<file path="config.mk">
export PLATFORM = sky130hd
export DESIGN_NAME = program_loader
export DESIGN_NICKNAME = d
export VERILOG_FILES = /design/src/rtl/program_loader.sv
export SDC_FILE = /design/constraint.sdc
export NUM_CORES = 1
export LEC_CHECK = 0
export ABC_AREA = 1
export CAP_MARGIN = 20
export CORE_MARGIN = 8
export CORE_UTILIZATION = 40
export CTS_BUF_LIST = sky130_fd_sc_hd__clkbuf_8 sky130_fd_sc_hd__clkbuf_16
export DETAILED_ROUTE_END_ITERATION = 16
export GPL_TIMING_DRIVEN = 0
export SETUP_SLACK_MARGIN = 0.1
export SYNTH_ARGS = -nofsm -noshare
export SYNTH_HDL_FRONTEND = slang
export SYNTH_SLANG_ARGS = --single-unit
export TNS_END_PERCENT = 100
</file>
<file path="constraint.sdc">
create_clock -name clk -period 1.7 [get_ports clk]
set_clock_uncertainty 0.2 [all_clocks]
set_input_delay 0.51 -clock clk [delete_from_list [all_inputs] [get_ports clk]]
set_output_delay 0.51 -clock clk [all_outputs]
set_load 0.01 [all_outputs]
</file>
<file path="src/rtl/program_loader.sv">
// program_loader
// Boot-time loader sitting in front of the 15-bit-instruction core. It takes a
// program image as a byte stream (valid/ready), assembles HI/LO byte pairs into
// instruction words, writes them to instruction memory from address 0, and
// keeps the core stalled until the whole image is in place.
//
// Image format: length byte N (0 means 2^ADDR_W words), then N x {HI, LO},
// then, when PROGRAM_LOADER_CHECKSUM_EN is defined, one checksum byte equal to
// the XOR of every HI and LO byte.
//
// Optional feature macro: PROGRAM_LOADER_CHECKSUM_EN
//   defined   : CHK and ERR states exist and `error` reports a checksum mismatch
//   undefined : the last WRITE goes straight to RUN and `error` is tied to 0
//
// Ports
//   clk       system clock, rising edge
//   rst       asynchronous reset, active low
//   in_data   stream byte
//   in_valid  in_data is valid
//   in_ready  loader accepts a byte this cycle (state-derived only)
//   reload    one-cycle pulse: abort and restart loading from address 0
//   im_we     instruction memory write strobe
//   im_addr   instruction memory write address
//   im_data   instruction memory write data {opcode[14:8], literal[7:0]}
//   cpu_run   high lets the core fetch and execute
//   error     checksum failure, sticky until rst or reload
//
// state | meaning
// LEN   | waiting for the length byte
// HI    | waiting for the high byte of the next word
// LO    | waiting for the low byte of the next word
// WRITE | im_we asserted for one cycle, address advances
// CHK   | waiting for the checksum byte (checksum builds only)
// RUN   | image loaded, core released
// ERR   | checksum mismatch, core held (checksum builds only)
module program_loader #(
  parameter int ADDR_W  = 8,
  parameter int INSTR_W = 15
) (
  input  logic               clk,
  input  logic               rst,
  input  logic [7:0]         in_data,
  input  logic               in_valid,
  output logic               in_ready,
  input  logic               reload,
  output logic               im_we,
  output logic [ADDR_W-1:0]  im_addr,
  output logic [INSTR_W-1:0] im_data,
  output logic               cpu_run,
  output logic               error
);

  localparam int CNT_W = ADDR_W + 1;

  localparam logic [2:0] S_LEN   = 3'd0;
  localparam logic [2:0] S_HI    = 3'd1;
  localparam logic [2:0] S_LO    = 3'd2;
  localparam logic [2:0] S_WRITE = 3'd3;
  localparam logic [2:0] S_RUN   = 3'd5;
`ifdef PROGRAM_LOADER_CHECKSUM_EN
  localparam logic [2:0] S_CHK   = 3'd4;
  localparam logic [2:0] S_ERR   = 3'd6;
`endif

  // Word count needs one extra bit so a length byte of 0 can mean 2^ADDR_W.
  localparam logic [CNT_W-1:0] MAX_WORDS = {1'b1, {ADDR_W{1'b0}}};

  logic [2:0]       state;
  logic [CNT_W-1:0] word_cnt;
  logic             xfer;
  logic             last_word;
`ifdef PROGRAM_LOADER_CHECKSUM_EN
  logic [7:0]       chk_acc;
`endif

  assign xfer      = in_valid & in_ready;
  assign last_word = (word_cnt == CNT_W'(1));

`ifdef PROGRAM_LOADER_CHECKSUM_EN
  assign in_ready = (state == S_LEN) || (state == S_HI) || (state == S_LO) ||
                    (state == S_CHK);
  assign error    = (state == S_ERR);
`else
  assign in_ready = (state == S_LEN) || (state == S_HI) || (state == S_LO);
  assign error    = 1'b0;
`endif
  assign im_we    = (state == S_WRITE);
  assign cpu_run  = (state == S_RUN);

  always_ff @(posedge clk or negedge rst) begin
    if (!rst) begin
      state    <= S_LEN;
      word_cnt <= '0;
      im_addr  <= '0;
      im_data  <= '0;
`ifdef PROGRAM_LOADER_CHECKSUM_EN
      chk_acc  <= '0;
`endif
    end else if (reload) begin
      // reload outranks any byte transfer in the same cycle; a half-built
      // word is simply abandoned because WRITE is never reached for it.
      state   <= S_LEN;
      im_addr <= '0;
`ifdef PROGRAM_LOADER_CHECKSUM_EN
      chk_acc <= '0;
`endif
    end else begin
      case (state)
        S_LEN: begin
          if (xfer) begin
            word_cnt <= (in_data == 8'd0) ? MAX_WORDS : CNT_W'(in_data);
`ifdef PROGRAM_LOADER_CHECKSUM_EN
            chk_acc  <= '0;
`endif
            state    <= S_HI;
          end
        end
        S_HI: begin
          if (xfer) begin
            // Bit 7 of the high byte has no home in a 15-bit word.
            im_data[INSTR_W-1:8] <= in_data[INSTR_W-9:0];
`ifdef PROGRAM_LOADER_CHECKSUM_EN
            chk_acc <= chk_acc ^ in_data;
`endif
            state <= S_LO;
          end
        end
        S_LO: begin
          if (xfer) begin
            im_data[7:0] <= in_data;
`ifdef PROGRAM_LOADER_CHECKSUM_EN
            chk_acc <= chk_acc ^ in_data;
`endif
            state <= S_WRITE;
          end
        end
        S_WRITE: begin
          im_addr  <= im_addr + ADDR_W'(1);
          word_cnt <= word_cnt - CNT_W'(1);
          if (!last_word) begin
            state <= S_HI;
          end else begin
`ifdef PROGRAM_LOADER_CHECKSUM_EN
            state <= S_CHK;
`else
            state <= S_RUN;
`endif
          end
        end
`ifdef PROGRAM_LOADER_CHECKSUM_EN
        S_CHK: begin
          if (xfer) begin
            state <= (in_data == chk_acc) ? S_RUN : S_ERR;
          end
        end
`endif
        default: state <= state;
      endcase
    end
  end

endmodule

</file>
==> run_summary.xml <==
<?xml version="1.0" encoding="UTF-8"?>
<metrics>
  <group name="power_and_ir_drop">
    <metric name="ir_drop" unit="mV">0.7006</metric>
    <metric name="power_frac_clock" unit="%">24.8</metric>
    <metric name="seqPwrFrac" unit="%">39.2</metric>
    <metric name="switching_power" unit="W">0.001179</metric>
    <metric name="power_frac_comb" unit="%">36.0</metric>
    <metric name="power.total" unit="W">0.003228</metric>
    <metric name="power.internal" unit="W">0.002049</metric>
    <metric name="power_density" unit="nW/um2">1162</metric>
    <metric name="power_switching_share" unit="%">36.53</metric>
    <metric name="power.static_leakage" unit="nW">1.466</metric>
  </group>
  <group name="placed_design">
    <metric name="port_bufs" unit="">37</metric>
    <metric name="place_inst" unit="">343</metric>
    <metric name="gp_congestion" unit="">0.8548</metric>
    <metric name="place.detailed.hpwl" unit="um">3394</metric>
    <metric name="place_ws" unit="ns">-0.6440</metric>
  </group>
  <group name="routing">
    <metric name="drtAntennaViolNets" unit="">0</metric>
    <metric name="post-route-drc-count" unit="">0</metric>
    <metric name="vias" unit="">1881</metric>
    <metric name="detailedRoute.firstPassIterationCount" unit="">4</metric>
    <metric name="routedWlPerCell" unit="um">13.96</metric>
    <metric name="drtIter0Drc" unit="">68</metric>
    <metric name="avgViaCountPerCell" unit="">4.924</metric>
    <metric name="postRouteWirelength" unit="um">5332</metric>
  </group>
  <group name="logic_synthesis">
    <metric name="syn_nets" unit="">267</metric>
    <metric name="synth_edf_count" unit="">0</metric>
    <metric name="synth_warnings" unit="">0</metric>
    <metric name="postSynth.topFlopCell" unit="">dfrtp_1</metric>
    <metric name="syn-instance-count" unit="">252</metric>
    <metric name="synth_seq_area_share" unit="%">46.11</metric>
    <metric name="unique_masters_post_synth" unit="">26</metric>
    <metric name="netlist.area_leader.share" unit="%">46.11</metric>
    <metric name="postSynthRegisterBits" unit="">35</metric>
    <metric name="synthArstFlopShare" unit="%">100.0</metric>
    <metric name="netlist_top_cells_area" unit="">dfrtp_1 (46%), nand2_1 (14%), o21ai_0 (8.7%), inv_1 (7.1%), nand3_1 (6.1%)</metric>
    <metric name="syn_std_cell_area" unit="um2">1899</metric>
    <metric name="avgSynthCellArea" unit="um2">7.537</metric>
    <metric name="post-synth-top-area-cell" unit="">dfrtp_1</metric>
  </group>
  <group name="critical_path">
    <metric name="cp.arrival" unit="ns">1.20</metric>
    <metric name="worst_r2r_path_depth" unit="">11</metric>
    <metric name="cp_common_cell" unit="">buf_6</metric>
    <metric name="endpoint_kind" unit="">output port</metric>
    <metric name="worst_path_largest_cell_delay" unit="ns">0.43</metric>
    <metric name="worstSetupPathType" unit="">flop to output port</metric>
    <metric name="worstPathMaxFanout" unit="">3</metric>
    <metric name="critical_path.cell_chain" unit="">buf_6 &gt; nand3_4 &gt; inv_4 &gt; buf_6 &gt; buf_6</metric>
    <metric name="crit_path_start_kind" unit="">flop</metric>
    <metric name="crit_path_top_delay_cell" unit="">dfrtp_1</metric>
    <metric name="critical_path_required" unit="ns">0.99</metric>
  </group>
  <group name="floorplan">
    <metric name="width_of_the_die" unit="um">84.91</metric>
    <metric name="design.portCount" unit="">39</metric>
    <metric name="design.core.area" unit="um2">4661</metric>
    <metric name="die_area" unit="um2">7209</metric>
    <metric name="num_rows" unit="">25</metric>
    <metric name="start_util" unit="%">40.75</metric>
    <metric name="die_height" unit="um">84.91</metric>
  </group>
  <group name="clock_tree">
    <metric name="clock_latency_on_the_worst_skew_pair" unit="ns">0.29</metric>
    <metric name="cts_max_path_buffers" unit="">2</metric>
    <metric name="cts.sink_count" unit="">35</metric>
    <metric name="path_clk_slew" unit="ns">0.08</metric>
    <metric name="cts_root_buf" unit="">clkbuf_8</metric>
    <metric name="cts_hold_buffers" unit="">0</metric>
    <metric name="ctsHtreeMaxLevel" unit="">2</metric>
    <metric name="tritoncts.num_buffers" unit="">5</metric>
    <metric name="cts_tree" unit="">done</metric>
  </group>
  <group name="final_layout">
    <metric name="flow.area_growth_from_synthesis" unit="%">46.24</metric>
    <metric name="layout.cells.most_common" unit="">nand2_1</metric>
    <metric name="drive_gt1_share" unit="%">33.54</metric>
    <metric name="finalNonFillerCells" unit="">382</metric>
    <metric name="antenna_cells_inserted" unit="">0</metric>
    <metric name="final_cell_mix" unit="">nand2_1 (64), dfrtp_1 (34), inv_1 (32)</metric>
    <metric name="fin_nets" unit="">342</metric>
  </group>
  <group name="timing">
    <metric name="timing.final.crit_share" unit="%">112.3</metric>
    <metric name="rsz_0062_raised_after_global_routing" unit="">true</metric>
    <metric name="holdWs" unit="ns">0.09276</metric>
    <metric name="relSlewSlack" unit="%">47.83</metric>
    <metric name="finalMaxSlewViolations" unit="">0</metric>
    <metric name="timing.final.ws_setup" unit="ns">-0.2092</metric>
    <metric name="timing.final.hold_violations" unit="">0</metric>
    <metric name="setup_viol_count_final" unit="">11</metric>
    <metric name="timing_worst_slew_pin_value" unit="ns">0.7825</metric>
    <metric name="tns" unit="ns">-0.8117</metric>
    <metric name="top_achievable_clock_speed" unit="GHz">0.5238</metric>
    <metric name="final_period_minus_worst_setup_slack" unit="ns">1.909</metric>
  </group>
  <group name="flow_run">
    <metric name="cap_violations" unit="">0</metric>
  </group>
  <group name="grt">
    <metric name="antenna_found_initial" unit="">0</metric>
    <metric name="grt_pass1_wl" unit="um">9004</metric>
    <metric name="grtUsageTotal" unit="%">15.53</metric>
    <metric name="grt_pass1_vias" unit="">1838</metric>
    <metric name="grt-ovfl-total" unit="">0</metric>
    <metric name="grt_max_degree" unit="">36</metric>
  </group>
  <group name="run_status">
    <metric name="failed_checks" unit="">setup timing</metric>
    <metric name="outcome" unit="">finished with violations</metric>
  </group>
  <group name="worst_hold_path">
    <metric name="hold_path_class" unit="">primary input to asynchronous set/reset pin</metric>
  </group>
</metrics>
layer usage:
| metal | global-route usage, % | up-vias | share of wire, % |
|---|---|---|---|
| met4 | 5.340 | 0 | 0.92 |
| met3 | 5.502 | 4 | 6.0 |
| met1 | 19.15 | 885 | 45 |
| li1 | - | 952 | - |
| met2 | 24.48 | 40 | 48 |
| met5 | 0 | - | 0 |
final timing paths:
kind / startpoint / end / slack [ns]
worst max-delay path: state[0] / im_we / -0.21
worst min-delay path: rst / im_addr[5] / 0.09
worst max register to register: state[0] / state[0] / -0.06
worst min register to register: im_data[5] / im_data[5] / 0.28
max in group asynchronous: rst / state[1] / 0.65
min in group clk: im_data[5] / im_data[5] / 0.28
cell type report:
type | instances | area, um2
Fill cell | 460 | 1883
Multi-Input combinational cell | 174 | 977.2
Sequential cell | 35 | 877.1
Timing Repair Buffer | 66 | 508.0
Inverter | 38 | 155.1
Clock buffer | 6 | 82.58
Buffer | 6 | 67.56
Tap cell | 54 | 67.56
Clock inverter | 2 | 35.03
Timing Repair inverter | 1 | 7.507
stage by stage:
step,utilization [%],area (um2)
2_1_floorplan,-,1899
3_3_place_gp,50.15,2337
3_5_place_dp,50.04,2332
4_1_cts,56.35,2626
5_1_grt,59.60,2778
6_report,59.60,2778
cells in the mapped netlist (2+ instances only):
cell / count
nand2_1: 69
inv_1: 36
dfrtp_1: 35
o21ai_0: 33
nand3_1: 23
nor2_1: 23
a21oi_1: 7
ha_1: 3
nand4_1: 3
buf_2: 2
buf_4: 2
buf_6: 2
cells by family after synthesis:
family / after synthesis / synth area share [%]
simple gates: 126 / 29.97
compound gates: 43 / 11.59
flops: 35 / 46.11
buf+inv: 44 / 10.14
fa+ha+maj: 3 / 1.976
other cells: 1 / 0.1974
power groups by stage:
stage / logic (W) / registers, W / clock network, W
finish: 0.00116 / 0.00127 / 0.000800
global route: 0.00131 / 0.00130 / 0.000841
CTS: 0.00109 / 0.00126 / 0.000811
detailed placement: 0.00111 / 0.00127 / 0
global placement: 0.00110 / 0.00128 / 0
floorplan: 0.000540 / 0.00132 / 0
sequential cells by signal, summed over array words and instances (netlist names):
signal    cells
word_cnt      9
im_addr       8
im_data      15
state         3
critical path, delay by kind of cell (launching register included):
family	cells	cell delay (ns)
and+or+nand+nor	1	0.06
buffers and inverters	4	0.41
DFF	1	0.43
what timing repair did:
action                     CTS  global route
buffers inserted            24             4
pin swaps                    4            11
setup endpoints to repair   52            35
resized for setup          140            41
gates cloned                 4             0
(Power assumes the default switching activity.)
